**src/rtl/rv32i_fetch_pkg.sv**
```systemverilog
// Shared constants and helpers for the RV32I instruction fetch stage.
package rv32i_fetch_pkg;

   localparam int          RV32I_INSTR_WIDTH = 32;
   localparam logic [31:0] RV32I_NOP         = 32'h0000_0013;

   function automatic logic [31:0] align_word(input logic [31:0] addr);
      return {addr[31:2], 2'b00};
   endfunction

endpackage

```
**src/rtl/rv32i_fetch_buf.sv**
```systemverilog
// Two-entry skid FIFO holding fetched {pc, instr} pairs while decode is stalled.
module rv32i_fetch_buf
   import rv32i_fetch_pkg::*;
(
   input  logic                         clk,
   input  logic                         reset,
   input  logic                         flush,
   input  logic                         push,
   input  logic [31:0]                  push_pc,
   input  logic [RV32I_INSTR_WIDTH-1:0] push_instr,
   input  logic                         pop,
   output logic [31:0]                  head_pc,
   output logic [RV32I_INSTR_WIDTH-1:0] head_instr,
   output logic [1:0]                   count,
   output logic                         empty,
   output logic                         full
);

   logic [31:0]                  pc_mem    [2];
   logic [RV32I_INSTR_WIDTH-1:0] instr_mem [2];
   logic                         wr_ptr;
   logic                         rd_ptr;
   logic [1:0]                   count_q;
   logic                         do_push;
   logic                         do_pop;

   assign empty      = (count_q == 2'd0);
   assign full       = (count_q == 2'd2);
   assign count      = count_q;
   assign head_pc    = pc_mem[rd_ptr];
   assign head_instr = instr_mem[rd_ptr];

   // A push into a full buffer is only taken when the head leaves in the same cycle.
   assign do_push = push & (~full | pop);
   assign do_pop  = pop & ~empty;

   always_ff @(posedge clk) begin
      if (reset || flush) begin
         wr_ptr  <= 1'b0;
         rd_ptr  <= 1'b0;
         count_q <= 2'd0;
      end else begin
         if (do_push) wr_ptr <= ~wr_ptr;
         if (do_pop)  rd_ptr <= ~rd_ptr;
         count_q <= count_q + {1'b0, do_push} - {1'b0, do_pop};
      end
   end

   always_ff @(posedge clk) begin
      if (do_push) begin
         pc_mem[wr_ptr]    <= push_pc;
         instr_mem[wr_ptr] <= push_instr;
      end
   end

endmodule

```
**src/rtl/rv32i_fetch.sv**
```systemverilog
// RV32I fetch stage: owns the fetch PC, issues word reads and feeds decode through a skid buffer.
module rv32i_fetch
   import rv32i_fetch_pkg::*;
#(
   parameter logic [31:0] RV32I_RESET_VECTOR    = 32'h0000_0000,
   parameter int          RV32I_IMEM_ADDR_WIDTH = 12
) (
   input  logic                             clk,
   input  logic                             reset,
   input  logic                             stall,
   input  logic                             update_pc,
   input  logic [31:0]                      new_pc,
   output logic [RV32I_IMEM_ADDR_WIDTH-1:0] iaddress,
   output logic                             iread,
   input  logic                             iwaitreq,
   input  logic [RV32I_INSTR_WIDTH-1:0]     ireaddata,
   output logic [RV32I_INSTR_WIDTH-1:0]     instr,
   output logic [31:0]                      pc,
   output logic                             instr_misaligned
);

   logic [31:0]                  fpc_p0;
   logic                         vld_p1;
   logic                         drop_p1;
   logic [31:0]                  ret_pc_p1;
   logic [RV32I_INSTR_WIDTH-1:0] instr_q;
   logic [31:0]                  pc_q;
   logic                         mis_q;

   logic                         accept;
   logic                         ret_vld;
   logic [1:0]                   occupancy;
   logic                         buf_push;
   logic                         buf_pop;
   logic [31:0]                  buf_head_pc;
   logic [RV32I_INSTR_WIDTH-1:0] buf_head_instr;
   logic [1:0]                   buf_count;
   logic                         buf_empty;
   logic                         buf_full;

   // Credits: words buffered plus the word in flight must leave room for one more.
   assign occupancy = buf_count + {1'b0, vld_p1};
   assign iread     = ~reset & ~buf_full & (occupancy < 2'd2);
   assign iaddress  = fpc_p0[RV32I_IMEM_ADDR_WIDTH+1:2];
   assign accept    = iread & ~iwaitreq;

   assign ret_vld  = vld_p1 & ~drop_p1;
   assign buf_pop  = ~stall & ~buf_empty;
   assign buf_push = ret_vld & (stall | ~buf_empty);

   rv32i_fetch_buf u_buf (
      .clk        (clk),
      .reset      (reset),
      .flush      (update_pc),
      .push       (buf_push),
      .push_pc    (ret_pc_p1),
      .push_instr (ireaddata),
      .pop        (buf_pop),
      .head_pc    (buf_head_pc),
      .head_instr (buf_head_instr),
      .count      (buf_count),
      .empty      (buf_empty),
      .full       (buf_full)
   );

   // Issue stage (p0) -> memory return stage (p1)
   always_ff @(posedge clk) begin
      if (reset) begin
         fpc_p0  <= RV32I_RESET_VECTOR;
         vld_p1  <= 1'b0;
         drop_p1 <= 1'b0;
      end else begin
         vld_p1  <= accept;
         drop_p1 <= update_pc;
         if (update_pc)
            fpc_p0 <= align_word(new_pc);
         else if (accept)
            fpc_p0 <= fpc_p0 + 32'd4;
      end
   end

   always_ff @(posedge clk) begin
      if (accept) ret_pc_p1 <= fpc_p0;
   end

   // Return stage (p1) -> decode-facing output register; the buffer head is always older than the bypass word.
   always_ff @(posedge clk) begin
      if (reset) begin
         instr_q <= RV32I_NOP;
         pc_q    <= RV32I_RESET_VECTOR;
         mis_q   <= 1'b0;
      end else begin
         mis_q <= update_pc & (new_pc[1:0] != 2'b00);
         if (update_pc) begin
            instr_q <= RV32I_NOP;
            pc_q    <= align_word(new_pc);
         end else if (!stall) begin
            if (!buf_empty) begin
               instr_q <= buf_head_instr;
               pc_q    <= buf_head_pc;
            end else if (ret_vld) begin
               instr_q <= ireaddata;
               pc_q    <= ret_pc_p1;
            end else begin
               instr_q <= RV32I_NOP;
            end
         end
      end
   end

   assign instr            = instr_q;
   assign pc               = pc_q;
   assign instr_misaligned = mis_q;

endmodule

```
**config.mk**
```make
export PLATFORM = sky130hd
export DESIGN_NAME = rv32i_fetch
export DESIGN_NICKNAME = d
export VERILOG_FILES = /design/src/rtl/rv32i_fetch_pkg.sv /design/src/rtl/rv32i_fetch_buf.sv /design/src/rtl/rv32i_fetch.sv
export SDC_FILE = /design/constraint.sdc
export NUM_CORES = 1
export LEC_CHECK = 0
export BUFFER_PORTS_ARGS = -buffer_cell sky130_fd_sc_hd__buf_2
export CORE_MARGIN = 1.5
export CORE_UTILIZATION = 57
export DETAILED_ROUTE_END_ITERATION = 8
export PLACE_DENSITY = 0.84
export SKIP_LAST_GASP = 1
export SLEW_MARGIN = 0
export SYNTH_ARGS = -nofsm -noshare
export SYNTH_HDL_FRONTEND = slang
export SYNTH_SLANG_ARGS = --single-unit
```
**constraint.sdc**
```tcl
create_clock -name clk -period 5 [get_ports clk]
set_input_delay 0.25 -clock clk [delete_from_list [all_inputs] [get_ports clk]]
set_output_delay 0.25 -clock clk [all_outputs]
set_load 0.02 [all_outputs]
```
After elaboration in Yosys (flattened, before gate mapping):

Memory sizes are Yosys's and may differ from the RTL's. A register that Yosys moved wholly into a read port is not among the register bits.
Index checks and enable logic that the tools add are counted.

* $add $sub $neg: 4
* order comparisons: 1
* eq/ne operators: 4
* multiplexer cells: 14
* bitwise gates (word level): 19
* reduce and logical (&&, ||, !) cells: 7

Operators with widths (count)
* 32-bit two-way mux: 8
* 32-bit by 3-bit adder with 32-bit output (second input constant): 1
* 1-bit bitwise AND: 9
* 1-bit NOT: 8
* 1-bit two-way mux: 6
* 2-bit by 1-bit adder with 2-bit output: 2
* 2-bit AND reduction: 2
* 2-bit nonzero test: 2
* 3-bit != test (second input constant): 1
* 2-bit equality test (second input constant): 1
* 2-bit logical NOT: 1
* 2-bit less-than comparator (second input constant): 1
* 2-bit by 1-bit != test with 1-bit output (second input constant): 1
* 2-bit != test (second input constant): 1
* 1-bit bitwise OR: 2
* 2-bit OR reduction: 1
* 2-bit by 1-bit subtractor with 2-bit output: 1
* 1-bit logical OR: 1

* flip-flop bits (word level): 135
* RAM bits: 128
* input bits: 69
* output and inout port bits: 78
* word-level logic and storage cells: 63
* memories: 2

Memories
* u_buf.instr_mem: words 2, width 32, rd ports 1, clocked after Yosys merged registers in 1, write ports 1, line rv32i_fetch_buf.sv:20 `logic [RV32I_INSTR_WIDTH-1:0] instr_mem [2];`
* u_buf.pc_mem: words 2, width 32, rd ports 1, clocked after Yosys merged registers in 1, write ports 1, line rv32i_fetch_buf.sv:19 `logic [31:0] pc_mem [2];`

Logic depth before layout (Yosys ltp):

* word-level depth: 7
* gate-level depth with buffers: 10
* mapped depth without buffers: 8

Modules after synthesis:

A second synthesis with hierarchy kept.

* cells, all modules: 810
* area total of the unflattened synthesis: 10939.2 um^2

Modules (own cells, without submodules)
* rv32i_fetch: times used 1, cells each 584, area each 5776.8 um^2
* rv32i_fetch_buf: times used 1, cells each 226, area each 5162.5 um^2

Worst setup path after synthesis:

OpenSTA, ideal clock, no wires.

* path kind: reg2reg
* start: register vld_p1
* end: memory u_buf.instr_mem[0][0], enable pin
* data arrival time: 3.491 ns
* setup slack: 1.026 ns
* stages on the path, launching flop included: 4
* buffers on the path: 0
* path through: dfxtp_1 nor2b_1 o21ai_0 nor2_1

* longest elaborated chain between the ends: 5

RTL lines
* from (decl): line rv32i_fetch.sv:23 `logic vld_p1;`
* from (signal assigned): line rv32i_fetch.sv:73 `vld_p1 <= accept;`
* 1-bit bitwise AND: line rv32i_fetch.sv:47 `assign ret_vld = vld_p1 & ~drop_p1;`
* 1-bit bitwise AND: line rv32i_fetch.sv:49 `assign buf_push = ret_vld & (stall | ~buf_empty);`
* 1-bit bitwise AND: line rv32i_fetch_buf.sv:34 `assign do_push = push & (~full | pop);`
* 1-bit two-way mux: line rv32i_fetch_buf.sv:50 `if (do_push) begin`
* 1-bit two-way mux (implied by the code): line rv32i_fetch_buf.sv:52 `instr_mem[wr_ptr] <= push_instr;`
* to (decl): line rv32i_fetch_buf.sv:20

Every way passes these cells.

Worst setup path in the final report:

* start: register u_buf.count_q[1], in the netlist u_buf.count[1]
* end: register pc_q[17], in the netlist pc[17]

* longest elaborated chain between the ends: 4
* elaborated cells between the ends (all ways): 6
* those cells by class: eq/ne: 1; mux: 3; reduce/logical: 2

RTL lines
* from (decl): line rv32i_fetch_buf.sv:23 `logic [1:0] count_q;`
* from (signal assigned): line rv32i_fetch_buf.sv:45 `count_q <= count_q + {1'b0, do_push} - {1'b0, do_pop};`
* 2-bit logical NOT (*): line rv32i_fetch_buf.sv:27 `assign empty = (count_q == 2'd0);`
* 32-bit two-way mux: line rv32i_fetch.sv:98 `if (!buf_empty) begin`
* 32-bit two-way mux: line rv32i_fetch.sv:97 `end else if (!stall) begin`
* 32-bit two-way mux: line rv32i_fetch.sv:94 `if (update_pc) begin`
* to (signal assigned): line rv32i_fetch.sv:96 `pc_q <= align_word(new_pc);`
* to (signal assigned): line rv32i_fetch.sv:100 `pc_q <= buf_head_pc;`
* to (signal assigned): line rv32i_fetch.sv:103 `pc_q <= ret_pc_p1;`
* to (decl): line rv32i_fetch.sv:27 `logic [31:0] pc_q;`

Mark *: on every way between the ends. The rest lies on a longest branch, timed or not. The select of a mux whose other input is x is not followed.
A chain may end at the register's enable or synchronous reset.

==> metrics.txt <==
CTS tree done; drt wl/cell roughly 20 um; CP top delay family compound AO/OA/AOI/OAI gates; worst r2r dst pc[17]; DR vias 7236; Critical Path, Cell by Cell or2_2 -> buf_4 -> nor2_1 -> o21ai_4 -> buf_4 -> nor2_1 -> a211oi_1; core area 0.01796 sq mm; vias in the first global route approximately 7.1k; leading area contributor after synthesis edfxtp_1; number of setup buffers added after CTS 0; final period utilization 60.33%; critical path peak fanout between 60 and 70; Detail Placement HPWL 14140 um; Ports between 100 and 150; hold slack 0.01453 ns; DRT Pass-1 Iters 7; critical path capture point pc[17]; post-cts sizing count 0; status finished clean; full die area 0.01909 sq mm; DRC viols 0; Worst Skew approximately 0.012 ns; hold depth 3; Initial Util 57.96%; met1 Use GR approximately 34%; Yosys reg bits 254; asr flop ratio synth 0%; total grt overflow 0; largest net degree at the start of global routing 67; CTS Buffer Depth 3; initial antenna violation count 1; global route hottest layer met2; GP Congestion 0.7944; Total GRT Usage 24.50%; Least-Margin Pin Slew 1.304 ns; final core utilization 68.82%; worst-skew pair later-pin latency ~0.52 ns; CTS root buffer clkbuf_16; Worst Setup Start Kind register; max_slew headroom 12.96%; synthesized area per cell 12.73 sq um; CP required 5.42 ns; count leader, synth edfxtp_1; CP bufs+invs 2; Cell Count, Final, Fillers Out 1212; Final Hold Vio Count 0; Synth cell types 57; Slew Viols, Final 0; Yosys warnings 0; Fmax roughly 0.33 GHz; Reg2Reg Depth 7; Critical Path Stages 7; Placed Cells 1130; first-pass GRT wire length 37720 um; CTS buffer count 25; number of clock sinks 254; # diodes 0; setup_tns 0 ns; vias per inst 5.970; met2 Use GR 39.96%; Cell Rows 49; CTS Hold Bufs 36; Max Cap Violations 0; Setup CP Type register to register; Layout area overhead 18.75%; worst min path class input port to register; GRT met3 Usage 3.879%; post-synth top area share between 40% and 50%; area of the mapped netlist 0.01041 sq mm; PwrDens 371.1 mW/mm^2; die span in x 138.2 um; CP max stage cell o21ai_4; Worst VDD drop 0.0003374 V; commonest cells in the netlist 154 x edfxtp_1, 124 x nor2_1, 100 x dfxtp_1; Setup violations, final 0; max incr delay on CP 0.85 ns; Post-synth EDFFs 154; fin crit period between 3 and 4 ns; Worst setup EP type register; Reg2Reg Setup Slack 1.98 ns; DRT antenna net count 0; First DRT Iteration DRCs 748; DRT Wirelength 23800 um; dominant cells by area after synthesis edfxtp_1 44%, dfxtp_1 19%, a211oi_1 5.0%; Nets around 1.0k; RSZ-0062 raised after global routing no; Setup crit start u_buf.count[1]; source of the worst register-to-register timing path u_buf.count[1]; port bufs 144; share of layout cells above drive strength 1 26.35%; register area share after synthesis 63.65%; fill count 1248; worst path arrival time around 3.4 ns; Syn Inst Count 818; htree depth 1; Clock transition at path regs 0.06 ns; die height 138.2 um; ys flop type edfxtp_1; leakage around 4.4 nW
==> cells by family after synthesis <==
kind of cell    synth area share, %
flops                         63.65
buf+inv                       3.798
compound gates                12.04
xor+xnor                      2.355
fa+ha+maj                    0.3606
mux                           7.006
other cells                 0.03602
simple gates                  10.76
==> worst reg2reg max path: cells and delay by family, from the launching register on <==
family	cells	cell delay (ns)
buffers and inverters	2	0.88
DFF	1	0.56
AOI/OAI and AO/OA	2	1.07
and+or+nand+nor	3	0.41
==> layout by cell type, fill, tap and decap left out, drive strengths merged, types with 4 or more instances in the layout <==
| master | Yosys | routed |
|---|---|---|
| and3 | 6 | 6 |
| buf | 28 | 155 |
| a311oi | 5 | 5 |
| xor2 | 4 | 4 |
| dfxtp | 100 | 100 |
| nand4 | 5 | 5 |
| nand3 | 12 | 12 |
| a211oi | 73 | 73 |
| nor3 | 10 | 10 |
| a222oi | 28 | 28 |
| nand2 | 27 | 27 |
| nor4 | 14 | 14 |
| clkbuf | 45 | 35 |
| o211ai | 8 | 8 |
| o21ai | 7 | 7 |
| nor2b | 4 | 4 |
| edfxtp | 154 | 154 |
| and4 | 6 | 6 |
| nor2 | 126 | 126 |
| xnor2 | 24 | 24 |
| mux2 | 31 | 31 |
| clkinv | 1 | 9 |
| a21oi | 28 | 28 |
| dlygate4sd3 | 0 | 36 |
| mux2i | 38 | 38 |
| inv | 9 | 10 |
==> where the power goes <==
part | internal [W] | total (W) | switching (W)
registers | 0.00230 | 0.00236 | 0.0000583
clock network | 0.00110 | 0.00186 | 0.000765
logic | 0.000141 | 0.000369 | 0.000228
total | 0.00354 | 0.00459 | 0.00105
==> per-layer routing <==
layer / routed length (um) / part of all wire, %
met5: 11 / 0.046
met4: 771 / 3.2
met3: 1951 / 8.2
met2: 11370 / 48
met1: 9689 / 41
==> per-stage QoR <==
stage / instance area [sq um] / total power [W] / setup WS, ns
finish: 12360 / 0.004588 / 1.984
global route: 12360 / 0.004719 / 1.632
CTS: 12360 / 0.004597 / 1.984
detailed placement: 11180 / 0.002742 / 1.992
global placement: 11180 / 0.002730 / 2.139
floorplan: 10420 / 0.002618 / 1.026
==> worst min path at each step <==
stage	startpoint	endpoint	slack (ns)
detailed placement	fpc_p0[31]	ret_pc_p1[31]	0.46
CTS	new_pc[15]	fpc_p0[15]	0.001
global route	new_pc[20]	fpc_p0[20]	0.01
global placement	fpc_p0[31]	ret_pc_p1[31]	0.44
floorplan	ireaddata[0]	u_buf.instr_mem[0][0]	0.35
finish	new_pc[20]	fpc_p0[20]	0.01
==> sequential cells by signal, indices dropped and copies added (netlist names), named ones only <==
signal	cells
u_buf.pc_mem	60
vld_p1	1
ret_pc_p1	30
drop_p1	1
instr_misaligned	1
u_buf.instr_mem	64
pc	30
instr	32
fpc_p0	30
u_buf.count	2
u_buf.wr_ptr	1
u_buf.rd_ptr	1
==> area by class of cell <==
class / instances / area [sq um] / share of cell area [%]
well taps: 229 / 286.5 / 2.318
flip-flops and latches: 254 / 6630 / 53.63
clock buffers: 35 / 713.2 / 5.769
inverters: 10 / 37.54 / 0.3036
multi-input cells: 482 / 3425 / 27.70
clock inverters: 11 / 107.6 / 0.8704
repair buffers: 191 / 1164 / 9.412
(Power assumes the default switching activity.)
